<file path="config.mk">
export PLATFORM = sky130hd
export DESIGN_NAME = arbitro_i2s
export DESIGN_NICKNAME = d
export VERILOG_FILES = /design/src/rtl/arbitro_i2s.sv
export SDC_FILE = /design/constraint.sdc
export NUM_CORES = 1
export LEC_CHECK = 0
export BUFFER_PORTS_ARGS = -buffer_cell sky130_fd_sc_hd__buf_2
export CAP_MARGIN = 5
export CORE_MARGIN = 8
export CORE_UTILIZATION = 48
export DETAILED_ROUTE_END_ITERATION = 12
export PLACE_DENSITY = 0.76
export SETUP_SLACK_MARGIN = 0.02
export SYNTH_ARGS = -nofsm -noshare
export SYNTH_HDL_FRONTEND = slang
export SYNTH_SLANG_ARGS = --single-unit
</file>
<file path="constraint.sdc">
create_clock -name clk -period 2.2 [get_ports clk]
set_input_delay 0.22 -clock clk [delete_from_list [all_inputs] [get_ports clk]]
set_output_delay 0.22 -clock clk [all_outputs]
set_load 0.005 [all_outputs]
</file>
<file path="src/rtl/arbitro_i2s.sv">
// arbitro_i2s
// Two-source stereo sample arbiter in front of an I2S serializer.
// Each source hands over {left,right} samples with valid/ready into a
// one-deep buffer. On every serializer `load` strobe one source is picked
// according to `mode`, and its buffered sample is staged on l_data/r_data.
// An empty chosen buffer at load is an underrun: `underrun` pulses for one
// cycle and the saturating `ur_count` increments.
//
// Optional build macro ARBITRO_I2S_HOLD_EN:
//   defined   - on underrun l_data/r_data repeat the last staged sample
//   undefined - on underrun l_data/r_data go to zero (silence)
//
// Ports:
//   clk, reset          clock, synchronous active-high reset
//   load                1-cycle frame strobe from the serializer
//   mode[1:0]           0=src0, 1=src1, 2=priority src0>src1, 3=mute
//   sN_valid/sN_l/sN_r  source N sample handshake and data
//   sN_ready            source N buffer empty (low during reset)
//   l_data, r_data      staged sample to serializer (registered)
//   grant               source currently staged (registered)
//   underrun            1-cycle pulse, chosen source empty at load
//   ur_count            saturating underrun count
//   ur_clear            synchronous clear of ur_count (wins over increment)

module arbitro_i2s #(
    parameter int WIDTH = 24,
    parameter int CNT_W = 16
) (
    input  logic             clk,
    input  logic             reset,
    input  logic             load,
    input  logic [1:0]       mode,
    input  logic             s0_valid,
    input  logic [WIDTH-1:0] s0_l,
    input  logic [WIDTH-1:0] s0_r,
    output logic             s0_ready,
    input  logic             s1_valid,
    input  logic [WIDTH-1:0] s1_l,
    input  logic [WIDTH-1:0] s1_r,
    output logic             s1_ready,
    output logic [WIDTH-1:0] l_data,
    output logic [WIDTH-1:0] r_data,
    output logic             grant,
    output logic             underrun,
    output logic [CNT_W-1:0] ur_count,
    input  logic             ur_clear
);

    // Per-source views so both buffers share one generate body.
    logic             src_valid [2];
    logic [WIDTH-1:0] src_l     [2];
    logic [WIDTH-1:0] src_r     [2];
    logic             src_ready [2];

    logic [WIDTH-1:0] buf_l_reg [2];
    logic [WIDTH-1:0] buf_r_reg [2];
    logic [1:0]       full_reg;
    logic [1:0]       drain;

    assign src_valid[0] = s0_valid;
    assign src_valid[1] = s1_valid;
    assign src_l[0]     = s0_l;
    assign src_l[1]     = s1_l;
    assign src_r[0]     = s0_r;
    assign src_r[1]     = s1_r;
    assign s0_ready     = src_ready[0];
    assign s1_ready     = src_ready[1];

    // Frame decision, evaluated from the pre-edge flags and mode.
    logic target;
    logic mute;
    logic hit;
    logic ur_event;

    always_comb begin
        target = grant;
        case (mode)
            2'd0:    target = 1'b0;
            2'd1:    target = 1'b1;
            2'd2:    target = full_reg[0] ? 1'b0 : (full_reg[1] ? 1'b1 : grant);
            default: target = grant;
        endcase
        mute     = (mode == 2'd3);
        hit      = full_reg[target];
        ur_event = load & ~mute & ~hit;
    end

    genvar gi;
    generate
        for (gi = 0; gi < 2; gi++) begin : g_src
            // Mute drains every full buffer; otherwise only a hit target drains.
            assign drain[gi] = load & (mute ? full_reg[gi]
                                            : (hit & (target == 1'(gi))));
            assign src_ready[gi] = ~full_reg[gi] & ~reset;

            // A transfer only happens into an empty buffer and a drain only
            // from a full one, so the two never collide on one edge. A
            // sample accepted on a load edge is not seen by that decision.
            always_ff @(posedge clk) begin
                if (reset) begin
                    full_reg[gi]  <= 1'b0;
                    buf_l_reg[gi] <= '0;
                    buf_r_reg[gi] <= '0;
                end else if (src_valid[gi] && src_ready[gi]) begin
                    full_reg[gi]  <= 1'b1;
                    buf_l_reg[gi] <= src_l[gi];
                    buf_r_reg[gi] <= src_r[gi];
                end else if (drain[gi]) begin
                    full_reg[gi]  <= 1'b0;
                end
            end
        end
    endgenerate

    logic [WIDTH-1:0] l_next;
    logic [WIDTH-1:0] r_next;
    logic             grant_next;
    logic [CNT_W-1:0] count_next;

    always_comb begin
        l_next     = l_data;
        r_next     = r_data;
        grant_next = grant;
        if (load) begin
            if (mute) begin
                l_next = '0;
                r_next = '0;
            end else begin
                grant_next = target;
                if (hit) begin
                    l_next = buf_l_reg[target];
                    r_next = buf_r_reg[target];
                end else begin
`ifdef ARBITRO_I2S_HOLD_EN
                    l_next = l_data;
                    r_next = r_data;
`else
                    l_next = '0;
                    r_next = '0;
`endif
                end
            end
        end

        count_next = ur_count;
        if (ur_clear) begin
            count_next = '0;
        end else if (ur_event && (ur_count != {CNT_W{1'b1}})) begin
            count_next = ur_count + CNT_W'(1);
        end
    end

    always_ff @(posedge clk) begin
        if (reset) begin
            l_data   <= '0;
            r_data   <= '0;
            grant    <= 1'b0;
            underrun <= 1'b0;
            ur_count <= '0;
        end else begin
            l_data   <= l_next;
            r_data   <= r_next;
            grant    <= grant_next;
            underrun <= ur_event;
            ur_count <= count_next;
        end
    end

endmodule

</file>
==> flow_summary.toml <==
[synthesis]
synthTopCellsByArea = "edfxtp_1, dfxtp_1, and3_1, mux2i_1, nand2_1"
synth_seq_cells = 164
synth_sequential_area_ratio_pct = 64.22
ys_warn_count = 0
synth_nets = 654
yosysUniqueCellTypes = 42
syn_inst = 549
synth_edf_count = 96
syn_avg_cell_area_sq_um = 12.04
async_flop_share_pct = 0
yosysTopAreaCellShare_pct = 43.62
synthFlopType = "edfxtp_1"
syn_area_sq_um = 6609
synth.largest_area_cell = "edfxtp_1"

[sta]
rsz0062_at_grt = "no"
setup_violations = 0
layout_setup_ws_ns = 0.2807
skew_ns = 0.008649
setup_tns_ns = 0
maxSlewViolCount = 0
post-route-min-period_ns = 1.919
period_share_pct = 87.24
hold_violations = 0
worst_pin_slew_ns = 0.8382
max_slew_margin_pct = 44.12
clock.fmax_mhz = 521.0
timing.hold.ws_ns = 0.1132

[clock_network]
path_clk_slew_ns = 0.06
hold_buffers = 0
h-tree-depth = 4
clockBufferDepth = 2
post_cts_buffers = 0
numCtsBuffers = 17
cts_sinks = 164
post_cts_resized = 0
cts-root-buf = "clkbuf_16"
cts_tree = "built"
worstSkewPairLatency_ns = 0.41

[drt]
wl_per_cell_microns = 18.88
viasPerCell = 5.472
firstDrtPassIters = 5
wl_microns = 17050
via_count = 4941
ant_nets = 0
drc = 0
drt_iter0_drc = 339

[power]
switching_share_pct = 21.43
power.switching_mw = 1.520
share_seq_of_total_power_pct = 49.2
p_leak_nw = 3.854
p_int_mw = 5.571
power_density_nw_per_um2 = 856.6
comb_power_share_pct = 8.0
power.share.clock_pct = 42.8
p_total_mw = 7.090
vdd_drop_max_mv = 0.5086

[final_layout]
area_delta_synth_final_pct = 25.24
layout_commonest_cell = "buf_2"
final_util_pct = 60.57
final_cell_mix = "buf_2, and3_1, edfxtp_1, dfxtp_1, nand2_1"
postLayoutCellArea_sq_um = 8277
finalNonFillerCells = 903
final_layout_size_suffix_gt1_share_pct = 31.67
n_antenna_cell = 0
finalNetCount = 816

[place]
port_buffers = 171
dp.cells = 872
dpl_cell_area_sq_um = 7665
dp_hpwl_microns = 11360
pre_cts_slack_ns = 0.2876
place_congestion = 0.8192

[floorplan]
ioPinCount = 172
dieWidth_microns = 133.3
die_y_microns = 133.3
start_util_pct = 48.36
placeableCoreArea_sq_um = 13670
rows = 43
dieArea_sq_um = 17780

[worst_setup_path]
criticalPathCategory = "flip-flop to flip-flop"
r2r_cells = 5
regToRegSetupSlack_ns = 0.28
start_kind = "flip-flop"
cp-end-kind = "flip-flop"
timing.rr.end = "ur_count[15]"
r2r-start = "full_reg[1]"
path_max_fanout = 11
crit_arrival_ns = 2.21
cp.required_ns = 2.49

[global_routing]
gr-usage-met2_pct = 31.25
grt_usage_pct = 19.08
grt_use_met1_pct = 23.37
use_met3_pct = 5.949
grt_pass1_vias = 5136
antenna_found_initial = 0
grt_max_degree = 50
gr-total-overflow = 0
grt_pass1_wl_microns = 26790
grt_busiest_layer = "met2"

[run_status]
status = "finished, final reports clean"

[hold_path]
min_from = "s1_r[20]"
hp-class = "primary input to flip-flop"
min_to = "buf_r_reg[1][20]"
hold_path_depth = 2

[job]
cap_viol_max_count = 0
[power groups by stage]
stage | combinational (mW) | sequential (mW) | clock (mW)
finish | 0.570 | 3.49 | 3.03
global route | 0.624 | 3.50 | 3.22
CTS | 0.578 | 3.49 | 3.08
detailed placement | 0.574 | 3.55 | 0
global placement | 0.557 | 3.54 | 0
floorplan | 0.327 | 3.54 | 0
[routing by layer]
layer  part of all wire, %  routed length [microns]
met1                    42                     7242
met2                    49                     8290
met3                   7.8                     1324
met4                   1.1                      193
met5                     0                        0
[worst max path at each step]
stage / from / end / slack (ns) / depth (start not counted)
floorplan: reset / buf_l_reg[1][0] / 0.27 / 4
global placement: full_reg[1] / ur_count[15] / 0.33 / 5
detailed placement: full_reg[1] / ur_count[15] / 0.29 / 5
CTS: full_reg[1] / ur_count[15] / 0.29 / 5
global route: full_reg[1] / ur_count[15] / 0.11 / 5
finish: full_reg[1] / ur_count[15] / 0.28 / 5
[final cells by class]
class / instances / area, sq um
tap: 180 / 225.2
sequential: 164 / 4244
clock inverter: 8 / 123.9
clock buffer: 23 / 488.0
timing repair buffer: 184 / 991.0
multi-input combinational: 340 / 2190
inverter: 4 / 15.01
fill: 1117 / 5389
[worst max-delay path: stages (launching register included)]
cell and delay (ns):
dfxtp_1 0.48, mux2i_1 0.15, a21oi_1 0.67, or4_4 0.28, mux2i_1 0.17, nor2_1 0.05
[Yosys cell counts, types with 7 or more instances]
library cell,count
and3_1,98
edfxtp_1,96
dfxtp_1,68
nand2_1,54
mux2i_1,50
clkbuf_1,34
o21ai_0,30
nor2_1,20
o21ai_1,20
xnor2_1,8
nand3_1,7
[cell families after synthesis]
| family | after synthesis | share of synthesized area [%] |
|---|---|---|
| AOI/OAI and AO/OA | 66 | 5.528 |
| xor gates and xnor gates | 13 | 1.723 |
| adders and majority gates | 1 | 0.1893 |
| buffers and inverters | 45 | 3.142 |
| DFF | 164 | 64.22 |
| muxes | 50 | 7.573 |
| and+or+nand+nor | 210 | 17.63 |
Note: power is estimated with default switching activity, not from simulation.
